`src/rtl/ahb_ext_arbiter.sv`:
```
// ahb_ext_arbiter
// Two-master AHB-Lite arbiter in front of the external-memory slave port.
// M0 is the SoC external master (qualified by HSELEXT), M1 is the FPGA-side
// loader/debug master. Round-robin arbitration with burst/lock protection.
// Each master has a one-entry hold register. An address phase accepted from
// a master that cannot reach the slave in that cycle is parked there and
// replayed later.
//
// Ports
//   HCLK, HRESETn               clock, asynchronous active-low reset
//   MxHSEL..MxHMASTLOCK         master x address phase (x = 0, 1)
//   MxHWDATA, MxHWSTRB          master x write data / byte strobes (data phase)
//   MxHREADYOUT, MxHRESP        ready / response returned to master x
//   MxHRDATA                    read data (slave read data broadcast)
//   SHSEL..SHMASTLOCK           slave address phase
//   SHWDATA, SHWSTRB            slave write data phase
//   SHRDATA, SHREADY, SHRESP    slave response
module ahb_ext_arbiter #(
  parameter int PA_BITS = 34,
  parameter int AHBW    = 64
) (
  input  logic                HCLK,
  input  logic                HRESETn,
  // master 0
  input  logic                M0HSEL,
  input  logic [PA_BITS-1:0]  M0HADDR,
  input  logic [1:0]          M0HTRANS,
  input  logic                M0HWRITE,
  input  logic [2:0]          M0HSIZE,
  input  logic [2:0]          M0HBURST,
  input  logic                M0HMASTLOCK,
  input  logic [AHBW-1:0]     M0HWDATA,
  input  logic [AHBW/8-1:0]   M0HWSTRB,
  output logic                M0HREADYOUT,
  output logic                M0HRESP,
  output logic [AHBW-1:0]     M0HRDATA,
  // master 1
  input  logic                M1HSEL,
  input  logic [PA_BITS-1:0]  M1HADDR,
  input  logic [1:0]          M1HTRANS,
  input  logic                M1HWRITE,
  input  logic [2:0]          M1HSIZE,
  input  logic [2:0]          M1HBURST,
  input  logic                M1HMASTLOCK,
  input  logic [AHBW-1:0]     M1HWDATA,
  input  logic [AHBW/8-1:0]   M1HWSTRB,
  output logic                M1HREADYOUT,
  output logic                M1HRESP,
  output logic [AHBW-1:0]     M1HRDATA,
  // slave
  output logic                SHSEL,
  output logic [PA_BITS-1:0]  SHADDR,
  output logic [1:0]          SHTRANS,
  output logic                SHWRITE,
  output logic [2:0]          SHSIZE,
  output logic [2:0]          SHBURST,
  output logic                SHMASTLOCK,
  output logic [AHBW-1:0]     SHWDATA,
  output logic [AHBW/8-1:0]   SHWSTRB,
  input  logic [AHBW-1:0]     SHRDATA,
  input  logic                SHREADY,
  input  logic                SHRESP
);

  typedef enum logic [1:0] {
    TR_IDLE   = 2'b00,
    TR_BUSY   = 2'b01,
    TR_NONSEQ = 2'b10,
    TR_SEQ    = 2'b11
  } htrans_e;

  typedef struct packed {
    logic [PA_BITS-1:0] addr;
    logic [1:0]         trans;
    logic               write;
    logic [2:0]         size;
    logic [2:0]         burst;
    logic               mastlock;
  } aphase_t;

  // Master-indexed views of the input ports.
  aphase_t           live  [2];
  logic [1:0]        sel;
  logic [AHBW-1:0]   wdata [2];
  logic [AHBW/8-1:0] wstrb [2];

  assign live[0]  = {M0HADDR, M0HTRANS, M0HWRITE, M0HSIZE, M0HBURST, M0HMASTLOCK};
  assign live[1]  = {M1HADDR, M1HTRANS, M1HWRITE, M1HSIZE, M1HBURST, M1HMASTLOCK};
  assign sel      = {M1HSEL, M0HSEL};
  assign wdata[0] = M0HWDATA;
  assign wdata[1] = M1HWDATA;
  assign wstrb[0] = M0HWSTRB;
  assign wstrb[1] = M1HWSTRB;

  // State
  aphase_t    hold_q [2];
  logic [1:0] hold_v_q;
  logic       owner_q;
  logic       last_q;
  logic       dp_valid_q;
  logic       dp_master_q;
  logic       dp_write_q;
  logic [3:0] burst_cnt_q;

  // Combinational
  logic [1:0] rdy;
  logic [1:0] live_req;
  logic [1:0] pend;
  logic       lock;
  logic       gnt;
  logic       issue_v;
  aphase_t    ap;

  // Ready back to each master, and its live request. A request is only
  // sampled while that master sees HREADYOUT high.
  always_comb begin
    rdy      = '1;
    live_req = '0;
    pend     = '0;
    for (int unsigned i = 0; i < 2; i++) begin
      if (dp_valid_q && (dp_master_q == 1'(i)))
        rdy[i] = SHREADY;
      else
        rdy[i] = ~hold_v_q[i];
      live_req[i] = HRESETn & sel[i] & live[i].trans[1] & rdy[i];
      pend[i]     = hold_v_q[i] | live_req[i];
    end
  end

  // Ownership stays put mid-burst, while the owner signals SEQ/BUSY, or
  // while it asserts HMASTLOCK.
  always_comb begin
    lock = (burst_cnt_q != '0) |
           (sel[owner_q] & (live[owner_q].trans[0] | live[owner_q].mastlock));
  end

  // Arbitration takes effect in the current cycle: gnt is the owner whose
  // hold or live request drives the slave right now.
  always_comb begin
    gnt = owner_q;
    if (SHREADY && !lock && pend[~owner_q]) begin
      if (!pend[owner_q])
        gnt = ~owner_q;
      else
        gnt = ~last_q;
    end
  end

  // Slave address phase: a parked transfer always goes before a live one.
  always_comb begin
    ap      = '0;
    issue_v = 1'b0;
    if (hold_v_q[gnt]) begin
      ap      = hold_q[gnt];
      issue_v = 1'b1;
    end else if (live_req[gnt]) begin
      ap      = live[gnt];
      issue_v = 1'b1;
    end
  end

  always_ff @(posedge HCLK or negedge HRESETn) begin
    if (!HRESETn) begin
      owner_q     <= 1'b0;
      last_q      <= 1'b1;
      hold_v_q    <= '0;
      for (int unsigned i = 0; i < 2; i++)
        hold_q[i] <= '0;
      dp_valid_q  <= 1'b0;
      dp_master_q <= 1'b0;
      dp_write_q  <= 1'b0;
      burst_cnt_q <= '0;
    end else begin
      owner_q <= gnt;
      if (gnt != owner_q)
        last_q <= gnt;

      // A hold leaves when its replay is accepted. A live request that
      // cannot go straight to the slave this cycle is parked.
      for (int unsigned i = 0; i < 2; i++) begin
        if (hold_v_q[i]) begin
          if ((gnt == 1'(i)) && SHREADY)
            hold_v_q[i] <= 1'b0;
        end else if (live_req[i] && !((gnt == 1'(i)) && SHREADY)) begin
          hold_v_q[i] <= 1'b1;
          hold_q[i]   <= live[i];
        end
      end

      if (SHREADY) begin
        dp_valid_q  <= issue_v;
        dp_master_q <= gnt;
        dp_write_q  <= ap.write;
      end

      // Remaining beats of a fixed-length burst: INCR4/WRAP4 -> 3, 8 -> 7,
      // 16 -> 15. SINGLE and INCR leave the counter at zero.
      if (SHREADY && issue_v) begin
        if (ap.trans == TR_NONSEQ) begin
          case (ap.burst[2:1])
            2'b01:   burst_cnt_q <= 4'd3;
            2'b10:   burst_cnt_q <= 4'd7;
            2'b11:   burst_cnt_q <= 4'd15;
            default: burst_cnt_q <= 4'd0;
          endcase
        end else if ((ap.trans == TR_SEQ) && (burst_cnt_q != '0)) begin
          burst_cnt_q <= burst_cnt_q - 4'd1;
        end
      end
    end
  end

  // Slave side
  assign SHSEL      = issue_v;
  assign SHADDR     = ap.addr;
  assign SHTRANS    = ap.trans;
  assign SHWRITE    = ap.write;
  assign SHSIZE     = ap.size;
  assign SHBURST    = ap.burst;
  assign SHMASTLOCK = ap.mastlock;

  // Write data follows the data-phase owner. It is forced to zero outside
  // write data phases so the slave never sees stray strobes.
  always_comb begin
    SHWDATA = '0;
    SHWSTRB = '0;
    if (dp_valid_q && dp_write_q) begin
      SHWDATA = wdata[dp_master_q];
      SHWSTRB = wstrb[dp_master_q];
    end
  end

  // Master side
  assign M0HREADYOUT = rdy[0];
  assign M1HREADYOUT = rdy[1];
  assign M0HRESP     = dp_valid_q & ~dp_master_q & SHRESP;
  assign M1HRESP     = dp_valid_q &  dp_master_q & SHRESP;
  assign M0HRDATA    = SHRDATA;
  assign M1HRDATA    = SHRDATA;

endmodule
```
`config.mk`:
```
export PLATFORM = sky130hd
export DESIGN_NAME = ahb_ext_arbiter
export DESIGN_NICKNAME = d
export VERILOG_FILES = /design/src/rtl/ahb_ext_arbiter.sv
export SDC_FILE = /design/constraint.sdc
export NUM_CORES = 1
export LEC_CHECK = 0
export ABC_AREA = 1
export BUFFER_PORTS_ARGS = -buffer_cell sky130_fd_sc_hd__buf_2
export CAP_MARGIN = 40
export CORE_AREA = 2 2 214 216
export CTS_CLUSTER_DIAMETER = 60
export DETAILED_ROUTE_END_ITERATION = 12
export DIE_AREA = 0 0 216 218
export PLACE_DENSITY = 0.52
export SYNTH_ARGS = -nofsm -noshare
export SYNTH_HDL_FRONTEND = slang
export SYNTH_SLANG_ARGS = --single-unit
```
`constraint.sdc`:
```
create_clock -name HCLK -period 2.13 [get_ports HCLK]
set_input_delay 0.1065 -clock HCLK [delete_from_list [all_inputs] [get_ports HCLK]]
set_output_delay 0.1065 -clock HCLK [all_outputs]
set_load 0.03 [all_outputs]
```
**Yosys cells after proc, flatten, opt, wreduce, memory -nomap -nowiden**

Index checks and enable logic that the tools add are counted.

- Bits in registers: 99
- Bits in latches: 0
- Bits in writable memories: 0
- Memory bits (read-only): 0
- Word-level logic and storage cells: 119
- Memories: 0

- Add/sub/neg operators: 1
- Multiply operators: 0
- Div/mod/pow operators: 0
- $lt $le $gt $ge: 6
- Eq/ne operators: 6
- Shifts and indexed selects: 0
- Mux-type cells: 44
- Bitwise operators: 24
- Reduce and logical (&&, ||, !) cells: 19

Operator list:

| kind | count |
|---|---|
| two-way mux 44 bit | 8 |
| two-way mux 64 bit | 4 |
| two-way mux 8 bit | 4 |
| two-way mux 9 bit | 3 |
| two-way mux 1 bit | 22 |
| one-hot mux 4 bit (3 select lines) | 1 |
| bitwise AND 1 bit | 11 |
| logical AND 1 bit | 11 |
| == test 2 bit, second input constant | 4 |
| two-way mux 4 bit | 2 |
| greater-or-equal comparator 2 bit, second input constant | 3 |
| < comparator 1 x 2 -> 1 bit, second input constant | 3 |
| inverter 1 bit | 6 |
| inverter 1 -> 2 bit | 3 |
| AND reduction 2 bit | 3 |
| OR 1 bit | 4 |
| nonzero test 4 bit | 1 |
| subtractor 4 x 1 -> 4 bit, second input constant | 1 |
| zero test 1 bit | 3 |
| == test 2 x 1 -> 1 bit, second input constant | 1 |
| nonzero test 2 bit | 1 |
| inequality test 1 bit | 1 |

**Logic depth before layout (Yosys ltp)**

- Depth after elaboration: 21
- Depth in mapped cells: 21
- Depth with buffers taken out: 21

**Worst setup path after synthesis**

No wires, ideal clock.

- Path type: reg2reg
- Start point: reg burst_cnt_q[0]
- End point: reg burst_cnt_q[0]
- Arrival time: 2.139 ns
- Data required time: 2.014 ns
- Path slack: -0.125 ns
- Stages on the path, launching flop included: 21
- Period minus slack after synthesis: 2.255 ns
- Path through: dfrtp_1 -> inv_1 -> ha_1 -> nand2_1 -> nor2_1 -> nand2_1 -> nor2_1 -> nand2_1 -> inv_2 -> nand2_4 -> nand2_4 -> buf_6 -> nand2_1 -> nand2_1 -> nand3_1 -> nand2_1 -> nand2_1 -> nand3_2 -> inv_2 -> nand2_1 -> nand2_1

- Cells in the longest elaborated chain, start to end: 16

RTL lines:

| what | RTL line | RTL |
|---|---|---|
| start: declaration | 103 | `logic [3:0] burst_cnt_q;` |
| start signal: assignment | 207 | `burst_cnt_q <= burst_cnt_q - 4'd1;` |
| nonzero test 4 bit (*) | 133 | `lock = (burst_cnt_q != '0) \|` |
| OR 1 bit (*) | 133 |  |
| zero test 1 bit (*) | 141 | `if (SHREADY && !lock && pend[~owner_q]) begin` |
| logical AND 1 bit (*) (2 in a row) | 141 |  |
| two-way mux 1 bit (*) | 141 |  |
| inverter 1 -> 2 bit (not written as such) | 154, 157 |  |
| two-way mux 44 bit (not written as such) (3 in a row) | 157 | `ap = live[gnt];` |
| two-way mux 44 bit | 156 | `end else if (live_req[gnt]) begin` |
| two-way mux 44 bit (*) | 153 | `if (hold_v_q[gnt]) begin` |
| net SHTRANS[0] | 53 | `output logic [1:0] SHTRANS,` |
| == test 2 bit | 206 | `end else if ((ap.trans == TR_SEQ) && (burst_cnt_q != '0)) begin` |
| logical AND 1 bit | 206 |  |
| nonzero test 2 bit (no source line) | n/a |  |
| AND reduction 2 bit (no source line) | n/a |  |

The timed path passes the listed nets; every way through them passes the cells marked *. The select of a mux whose other input is x is not followed.
A chain may end at the register's enable or synchronous reset.

**Worst setup path in the final report**

- Start point: reg burst_cnt_q[1]
- End point: out SHADDR[16]

- Cells in the longest elaborated chain, start to end: 12

RTL lines:

| what | RTL line | RTL |
|---|---|---|
| nonzero test 4 bit (*) | 133 |  |
| OR 1 bit (*) | 133 |  |
| zero test 1 bit (*) | 141 |  |
| logical AND 1 bit (*) (2 in a row) | 141 |  |
| two-way mux 1 bit (*) | 141 |  |
| inverter 1 -> 2 bit (not written as such) | 154, 157 |  |
| two-way mux 44 bit (not written as such) (3 in a row) | 157 |  |
| two-way mux 44 bit | 156 |  |
| two-way mux 44 bit (*) | 153 |  |
| end: declaration | 52 | `output logic [PA_BITS-1:0] SHADDR,` |

Mark *: on every way between the ends. The rest lies on a longest branch, timed or not. The select of a mux whose other input is x is not followed.

==> flow_summary_export.csv <==
group,metric,value,unit
sta,layout_setup_ws,-0.566,ns
drt,drt-total-wl,48700,um
drt,drtAntennaViolNets,0,
clock_network,cts-root-buf,"clkbuf_16",
layout,stdcell_count,2129,
yosys,synth_ff_type,"dfrtp_1",
worst_setup_path,arrival,2.59,ns
global_routing,grt_pass1_wl,61600,um
sta,fin_crit_sh,1.27,
yosys,ys_seq_area_frac,0.317,
clock_network,htreeDepth,3,
sta,fin_skew,0.00734,ns
sta,fin_hold_ws,-0.00332,ns
sta,max_freq,371,MHz
layout,postLayoutCoreUtil,0.291,
yosys,yosysUniqueCellTypes,27,
yosys,synthMuxAreaShare,0.0836,
yosys,synth_top_family_by_area,"simple AND/OR/NAND/NOR gates",
floorplan,die_h,218,um
floorplan,core-area,44900,um^2
yosys,yosys.area.top_type,"dfrtp_1",
floorplan,io-pin-count,551,
layout,design_area,13100,um^2
yosys,synth_adder_area_share,0.00448,
worst_setup_path,path_class,"reg -> out",
pwr,swShare,0.475,
clock_network,path_clk_slew,0.07,ns
worst_setup_path,cp-end-kind,"output port",
pwr,power_density,1460,nW/um^2
yosys,synth_commonest_cells,"501 x nand2_1, 130 x buf_4, 98 x dfrtp_1, 85 x o21ai_0, 74 x a21oi_1",
hold_path,holdCritPathClass,"in -> reg",
place,gp_congestion,0.886,
worst_setup_path,worstPathMaxFanout,10,
hold_path,hp-start,"M0HADDR[13]",
sta,hold_viol,2,
sta,tns,-54.79,ns
layout,fin_nets,1822,
yosys,synth-edff-count,0,
pwr,max-vdd-ir-drop,0.000663,V
yosys,syn_nets,1453,
yosys,synth_compound_area_frac,0.104,
floorplan,initial_utilization,0.174,
drt,drt_iter0_drc,453,
global_routing,grt_max_degree,73,
clock_network,cts_buffer_depth,2,
clock_network,cts_buffers,9,
status,violations,"negative hold slack, negative setup slack",
global_routing,antenna_found_initial,19,
pwr,power.internal,10.0,mW
yosys,netlist.area_leader.share,0.314,
drt,drtPass1Iterations,5,
floorplan,die_area,47100,um^2
sta,worst_pin_slew,0.688,ns
global_routing,grt_pass1_vias,8679,
drt,vias,9231,
yosys,synth_area,7810,um^2
pwr,finalPower,19.0,mW
clock_network,cts_tree,"built",
sta,rsz0062_at_grt,"yes",
status,outcome,"finished with violations",
place,detailed_place_hpwl,35300,um
pwr,p_leak,6.89,nW
yosys,ys_ff_latch,99,
global_routing,gr-total-overflow,0,
place,place_inst,1987,
yosys,syn_inst,1149,
worst_setup_path,worst_ep_required_time,2.02,ns
yosys,synthArstFlopShare,1.00,
floorplan,fp.dieW,216,um
clock_network,insertion_delay,0.38,ns
sta,setup_viol,141,
yosys,yosysMostFrequentCell,"nand2_1",
drt,vias_per_cell,4.34,
worst_setup_path,r2r_start,"burst_cnt_q[1]",
sta,slew_violations,0,
yosys,synth_xor_xnor_area_share,0.00224,
place,port_buffers,358,
yosys,synth-simple-area-share,0.293,
sta,fin_crit,2.70,ns
drt,drc_errors,0,
sta,relSlewSlack,0.541,
pwr,p_comb_frac,0.726,
global_routing,grt_util_all_layers,0.184,
pwr,clkPwrFrac,0.094,
pwr,pwr-share-seq,0.180,
yosys,avgSynthCellArea,6.80,um^2
pwr,power.switching,9.04,mW
worst_setup_path,start_kind,"flip-flop",
layout,area_growth,67.2,%
place,dpl_cell_area,9980,um^2
drt,detail_route.wl_per_cell,22.9,um
yosys,ys.warnings.count,0,
layout,layout-drive-gt1-share,0.491,
floorplan,rows,78,
job,max-cap-violations,0,
yosys,synth_area_leaders,"dfrtp_1 31%, nand2_1 24%, buf_4 12%",
worst_setup_path,critical_path.startpoint,"burst_cnt_q[1]",
clock_network,cts.sinks,99,
registers in the layout, summed over array words and instances (netlist names):
register and count:
burst_cnt_q 4, dp_master_q 1, dp_valid_q 1, dp_write_q 1
hold_q 88, hold_v_q 2, last_q 1, owner_q 1
metal layers:
layer / share of wire / track usage / wire length [um]
met5: 0.0020 / 0.0104 / 96
met4: 0.034 / 0.0653 / 1630
met3: 0.11 / 0.0828 / 5420
met2: 0.49 / 0.315 / 24000
met1: 0.36 / 0.200 / 17600
metrics by stage:
step,worst slack [ns],hold WS [ns]
6_report,-0.566,-0.00332
5_1_grt,-0.652,0.00469
4_1_cts,-0.483,0.0000401
3_5_place_dp,-0.326,0.213
3_3_place_gp,-0.303,0.213
2_1_floorplan,-0.00522,-0.189
layout make-up:
type / instances / area (um^2)
Fill cell: 4768 / 31800
Tap cell: 600 / 751
Clock buffer: 12 / 256
Sequential cell: 99 / 2480
Timing Repair Buffer: 547 / 4640
Multi-Input combinational cell: 793 / 4600
Antenna cell: 7 / 17.5
Clock inverter: 3 / 47.5
Inverter: 68 / 270
power by group through the flow:
stage	Clock [mW]	Combinational, mW	Sequential [mW]
finish	1.79	13.8	3.43
global route	1.91	14.7	3.54
CTS	1.84	12.1	3.33
detailed placement	0	9.51	3.34
global placement	0	9.41	3.33
floorplan	0	6.50	3.20
worst max-delay path, stage by stage (launching register included):
cell	delay, ns
dfrtp_1	0.40
inv_2	0.09
ha_4	0.14
nand2_4	0.05
nor2_4	0.12
nand2_2	0.08
nor2_4	0.15
nand2_2	0.09
nand2_4	0.08
buf_12	0.12
nand2_8	0.09
nand2_2	0.10
nand2_4	0.09
buf_12	0.14
buf_12	0.14
nand2_1	0.10
nand2_2	0.07
buf_6	0.14
placed cells by master, fill, tap and decap left out, drive strengths merged, types with 2 or more instances in the layout:
cell type	Yosys	layout
a21oi	74	74
buf	154	474
clkbuf	40	32
clkinv	0	2
dfrtp	98	98
diode	0	7
dlygate4sd3	0	52
ha	2	2
inv	68	68
mux2	45	45
nand2	507	512
nand3	59	59
nor2	11	11
o21ai	85	85
path summary, 6_finish.rpt:
| path | end | slack [ns] | cells past startpoint |
|---|---|---|---|
| min in group asynchronous | hold_q[60] | 0.48 | 3 |
| setup / recovery | SHADDR[16] | -0.57 | 17 |
| hold / removal | hold_q[67] | -0.003 | 3 |
| hold reg to reg | hold_q[9] | 0.47 | 2 |
| setup reg to reg | hold_q[13] | -0.43 | 18 |
| max in group asynchronous | dp_master_q | 0.46 | 4 |
cell families (layout without fill, tap and decap cells):
kind of cell,after synthesis,after routing
AOI/OAI and AO/OA,161,161
xor gates and xnor gates,2,2
adders and majority gates,3,3
buffers and inverters,262,630
DFF,99,99
muxes,45,45
other,0,7
and+or+nand+nor,577,582
repair_timing:
action | CTS | global route
gates resized for setup | 213 | 212
gates cloned | 12 | 21
hold buffers | 52 | 0
hold endpoints to repair | 99 | 0
endpoints found under the setup margin | 153 | 164
buffers inserted | 25 | 14
pin swaps | 20 | 42
Power figures use the tool's default switching activity.
